### src/rtl/fetch_pkg.sv
// rtl/fetch_pkg.sv - shared types and constants for the instruction fetch controller
// State encoding, PC increment and default reset vector.
package fetch_pkg;

   typedef enum logic [2:0] {
      S_IDLE   = 3'd0,
      S_FETCH  = 3'd1,
      S_DRAIN  = 3'd2,
      S_VALID  = 3'd3,
      S_HALTED = 3'd4
   } fetch_state_t;

   localparam logic [31:0] PC_STEP              = 32'd4;
   localparam logic [31:0] DEFAULT_RESET_VECTOR = 32'h0000_0000;

endpackage

### src/rtl/fetch_pc_reg.sv
// rtl/fetch_pc_reg.sv - fetch program counter register
// Async active-high reset to RESET_VECTOR, loads i_next when i_load is set.
import fetch_pkg::*;

module fetch_pc_reg #(
   parameter logic [31:0] RESET_VECTOR = DEFAULT_RESET_VECTOR
) (
   input  logic        clk,
   input  logic        reset,
   input  logic        i_load,
   input  logic [31:0] i_next,
   output logic [31:0] o_pc
);

   logic [31:0] r_pc;

   always_ff @(posedge clk or posedge reset) begin
      if (reset) begin
         r_pc <= RESET_VECTOR;
      end else if (i_load) begin
         r_pc <= i_next;
      end
   end

   assign o_pc = r_pc;

endmodule

### src/rtl/fetch_ctrl.sv
// rtl/fetch_ctrl.sv - instruction fetch controller with redirect, drain and halt
// Optional FETCH_MISALIGN_TRAP_EN sends misaligned redirects to i_trap_vector.
import fetch_pkg::*;

module fetch_ctrl #(
   parameter logic [31:0] RESET_VECTOR = DEFAULT_RESET_VECTOR
) (
   input  logic        clk,
   input  logic        reset,
   output logic        o_imem_req,
   output logic [31:0] o_imem_addr,
   input  logic        i_imem_ack,
   input  logic [31:0] i_imem_rdata,
   output logic        o_instr_valid,
   output logic [31:0] o_instr,
   output logic [31:0] o_instr_pc,
   input  logic        i_core_ready,
   input  logic        i_redirect,
   input  logic [31:0] i_redirect_pc,
   input  logic        i_halt,
   input  logic [31:0] i_trap_vector,
   output logic        o_misalign_trap,
   output logic [31:0] o_pc
);

   fetch_state_t r_state;
   logic         r_imem_req;
   logic         r_instr_valid;
   logic [31:0]  r_instr;
   logic [31:0]  r_instr_pc;
   logic [31:0]  r_drain_addr;
   logic         r_misalign_trap;

   logic [31:0]  w_pc;
   logic         w_pc_load;
   logic [31:0]  w_pc_next;
   logic         w_misaligned;
   logic [31:0]  w_redirect_target;

`ifdef FETCH_MISALIGN_TRAP_EN
   assign w_misaligned      = |i_redirect_pc[1:0];
   assign w_redirect_target = w_misaligned ? i_trap_vector : i_redirect_pc;
`else
   logic w_unused;
   assign w_misaligned      = 1'b0;
   assign w_redirect_target = {i_redirect_pc[31:2], 2'b00};
   assign w_unused          = ^{i_trap_vector, i_redirect_pc[1:0]};
`endif

   // A redirect always retargets the PC; otherwise the PC only advances on an accepted fetch.
   always_comb begin
      w_pc_load = 1'b0;
      w_pc_next = w_pc + PC_STEP;
      if (i_redirect) begin
         w_pc_load = 1'b1;
         w_pc_next = w_redirect_target;
      end else if (r_state == S_FETCH && i_imem_ack) begin
         w_pc_load = 1'b1;
      end
   end

   fetch_pc_reg #(
      .RESET_VECTOR (RESET_VECTOR)
   ) u_pc_reg (
      .clk    (clk),
      .reset  (reset),
      .i_load (w_pc_load),
      .i_next (w_pc_next),
      .o_pc   (w_pc)
   );

   always_ff @(posedge clk or posedge reset) begin
      if (reset) begin
         r_state         <= S_IDLE;
         r_imem_req      <= 1'b0;
         r_instr_valid   <= 1'b0;
         r_instr         <= 32'd0;
         r_instr_pc      <= 32'd0;
         r_drain_addr    <= RESET_VECTOR;
         r_misalign_trap <= 1'b0;
      end else begin
         r_misalign_trap <= i_redirect & w_misaligned;
         case (r_state)
            S_IDLE: begin
               r_state    <= S_FETCH;
               r_imem_req <= 1'b1;
            end
            S_FETCH: begin
               if (i_redirect) begin
                  // Without an ack the old request is still outstanding and must be drained.
                  if (!i_imem_ack) begin
                     r_state      <= S_DRAIN;
                     r_drain_addr <= w_pc;
                  end
               end else if (i_imem_ack) begin
                  r_instr       <= i_imem_rdata;
                  r_instr_pc    <= w_pc;
                  r_instr_valid <= 1'b1;
                  r_imem_req    <= 1'b0;
                  r_state       <= S_VALID;
               end
            end
            S_DRAIN: begin
               if (i_imem_ack) begin
                  r_state <= S_FETCH;
               end
            end
            S_VALID: begin
               if (i_redirect) begin
                  r_instr_valid <= 1'b0;
                  r_imem_req    <= 1'b1;
                  r_state       <= S_FETCH;
               end else if (i_core_ready) begin
                  r_instr_valid <= 1'b0;
                  if (i_halt) begin
                     r_state <= S_HALTED;
                  end else begin
                     r_imem_req <= 1'b1;
                     r_state    <= S_FETCH;
                  end
               end
            end
            S_HALTED: begin
               if (i_redirect) begin
                  r_imem_req <= 1'b1;
                  r_state    <= S_FETCH;
               end
            end
            default: begin
               r_state       <= S_IDLE;
               r_imem_req    <= 1'b0;
               r_instr_valid <= 1'b0;
            end
         endcase
      end
   end

   assign o_imem_req      = r_imem_req;
   assign o_imem_addr     = (r_state == S_DRAIN) ? r_drain_addr : w_pc;
   assign o_instr_valid   = r_instr_valid;
   assign o_instr         = r_instr;
   assign o_instr_pc      = r_instr_pc;
   assign o_misalign_trap = r_misalign_trap;
   assign o_pc            = w_pc;

endmodule
### config.mk
export PLATFORM = sky130hd
export DESIGN_NAME = fetch_ctrl
export DESIGN_NICKNAME = d
export VERILOG_FILES = /design/src/rtl/fetch_pkg.sv /design/src/rtl/fetch_pc_reg.sv /design/src/rtl/fetch_ctrl.sv
export SDC_FILE = /design/constraint.sdc
export NUM_CORES = 1
export LEC_CHECK = 0
export BUFFER_PORTS_ARGS = -buffer_cell sky130_fd_sc_hd__buf_2
export CAP_MARGIN = 20
export CORE_MARGIN = 5
export CORE_UTILIZATION = 53
export CTS_CLUSTER_SIZE = 28
export DETAILED_ROUTE_END_ITERATION = 10
export PLACE_DENSITY = 0.84
export REMOVE_ABC_BUFFERS = 1
export SETUP_SLACK_MARGIN = 0.05
export SLEW_MARGIN = 20
export SYNTH_ARGS = -nofsm -noshare
export SYNTH_HDL_FRONTEND = slang
export SYNTH_SLANG_ARGS = --single-unit
### constraint.sdc
create_clock -name clk -period 13.4 [get_ports clk]
set_input_delay 4.02 -clock clk [delete_from_list [all_inputs] [get_ports clk]]
set_output_delay 4.02 -clock clk [all_outputs]
set_load 0.1 [all_outputs]
==> run summary <==
RSZ-0062 raised after global routing = no
most frequent cells in the layout = buf_2 (191), dfrtp_1 (127), mux2_1 (96)
post-CTS setup buffer count = 0
largest net degree at the start of global routing = 73
TritonRoute pass-1 iters = 4
largest family of logic cells by synthesized area = multiplexers
Syn Inst Count = 504
Worst Path Required = 9380 ps
Starting DRT DRC Count = 250
xor and xnor fraction of the mapped netlist area = 0.0418
CP Buf/Inv Count = 2
Synth cell types = 42
WL final = 14500 um
relative slew slack = 0.392
first-pass GRT wire length = 23100 um
cell family with most CP delay = buffers and inverters
post-synthesis cell area = 0.00587 mm^2
H-tree depth = 4
worst-path fanout max = 29
HPWL Detailed = 9980 um
leading area contributor after synthesis = dfrtp_1
clk sink count = 127
Skew-Pair Late Insertion Delay = 520 ps
Max stage delay on crit path = 540 ps
worst hold start = o_instr[11]
Fmax = 0.150 GHz
Hold Buf Count CTS = 0
Least-Margin Pin Slew = 912 ps
status = completed
Num CTS Buffers = 17
top-area cell type share of the netlist area = 0.541
initial antenna violation count = 0
TNS Setup = 0 ps
Final Hold Violating Endpoints = 0
min Tclk post-route = 6670 ps
fin crit share = 0.498
number of remaining DRC errors = 0
YS warnings = 0
max_cap viols = 0
final-report setup violation count = 0
crit path from = r_state[2]
share of cells above drive strength 1 = 0.354
CP max-delay cell = dfrtp_1
Die H = 115 um
IO Port Bufs = 191
Layout area overhead = 27.3%
R2R Path Start = r_state[2]
clock-pin slew on the worst setup and hold paths = 60 ps
WP data arrival = 2650 ps
clock tree buffer depth = 2
clk_skew = 10.1 ps
CP Cell Sequence = nor3b_4 > buf_4 > mux2_1 > buf_2
DR vias/cell = 5.31
n_diodes = 0
initial core utilization = 0.542
Synth Area in Simple Gates = 0.110
# IOs = 233
core area = 0.0108 mm^2
DR vias = 4451
global route overflow = 0
element type at the critical path start = flop
GPL Wtd Cong = 0.800
post-route ant nets = 0
cell types occupying the most area after synthesis = dfrtp_1 (54%), mux2_1 (18%), nand2_1 (3.6%)
Resized cells post-CTS = 0
FP Rows = 38
CTS tree = yes
Avg Cell Area, Syn = 11.7 um^2
#FFs+latches synth = 127
critical setup path kind = reg -> out
Total Routing Usage GR = 0.223
routed len/inst = 17.3 um
sequential area share after synthesis = 0.541
crit end category = primary output
Final #Nets = 788
Worst Hold Class = reg -> reg
Post-Synth Adder-Cell Area = 0.00213
width of the die = 115 um
CTS root buffer = clkbuf_8
Die Area = 0.0133 mm^2
most common cell after layout, fill and taps aside = buf_2
Slew Limit Fails = 0
vias in the first global route = 4542
compound-cell area share of the yosys netlist = 0.0605
mux contribution to synthesized area = 0.209
[cell usage after synthesis]
cell and number:
and2_1 1, xor2_1 9, nor3_2 6, o21ba_2 1
o21bai_1 1, and4bb_2 1, nor2b_1 4, or4_1 1
nor4_1 3, or4b_1 1, a31oi_1 2, a221o_1 2
o21ai_1 35, nor2_1 12, nand2b_1 1, a41oi_1 1
or2_1 2, a21oi_1 6, mux2i_1 2, and4_1 2
inv_1 7, nand4_1 12, and3_1 3, mux2_1 96
nor3_1 7, nand2_1 56, a22oi_1 2, buf_1 1
ha_1 1, buf_2 4, xnor2_1 19, clkbuf_1 28
dfrtp_1 127, buf_4 7, nand3_1 10, nand3b_1 2
nor3b_2 1, o22ai_1 1, o21ai_0 14, conb_1 1
mux2_2 11, nor3b_1 1
[through the flow]
step / hold WS [ps] / setup WS, ps / utilization / area [um^2] / instances
final: 485 / 6730 / 0.690 / 7480 / 838
after global placement: 465 / 7280 / 0.636 / 6890 / 806
after CTS: 489 / 6710 / 0.690 / 7480 / 838
after floorplan: 455 / 6000 / - / 5710 / 470
after global routing: 494 / 6570 / 0.690 / 7480 / 838
after detailed placement: 475 / 7230 / 0.636 / 6890 / 806
[state kept, by name, indices dropped and copies added, names as in the netlist]
name / count
u_pc_reg.o_pc: 30
r_drain_addr: 30
o_instr_pc: 30
r_state: 3
o_instr: 32
o_instr_valid: 1
o_imem_req: 1
[area by class of cell]
cell class | instances | area [um^2]
Fill cell | 748 | 3360
Sequential cell | 127 | 3180
Multi-Input combinational cell | 336 | 2520
Timing Repair Buffer | 196 | 993
Clock buffer | 19 | 422
Tap cell | 140 | 175
Clock inverter | 13 | 164
Inverter | 7 | 28.8
[routing by layer]
layer	vias up	track usage	wire, um
li1	2114	-	-
met1	2165	0.283	6110
met2	157	0.380	7250
met3	15	0.0532	964
met4	0	0.0665	170
met5	-	0	0
[final timing paths]
path | slack (ps) | endpoint | cells after the start
worst min register to register | 490 | o_instr[11] | 1
worst max register to register | 10850 | u_pc_reg.o_pc[30] | 5
min in group asynchronous | 3660 | o_instr[7] | 2
max in group asynchronous | 8460 | u_pc_reg.o_pc[29] | 3
worst min-delay path | 490 | o_instr[11] | 1
worst max-delay path | 6730 | o_imem_addr[16] | 4
[cells by family after synthesis]
logic type / count (synthesis)
flops: 127
buf+inv: 47
fa+ha+maj: 1
xor+xnor: 28
other cells: 1
compound gates: 65
mux: 109
simple gates: 126
Power is left out: the tool's default activity adds up to more than one toggle a clock period on the data nets, which glitch-free logic cannot reach.
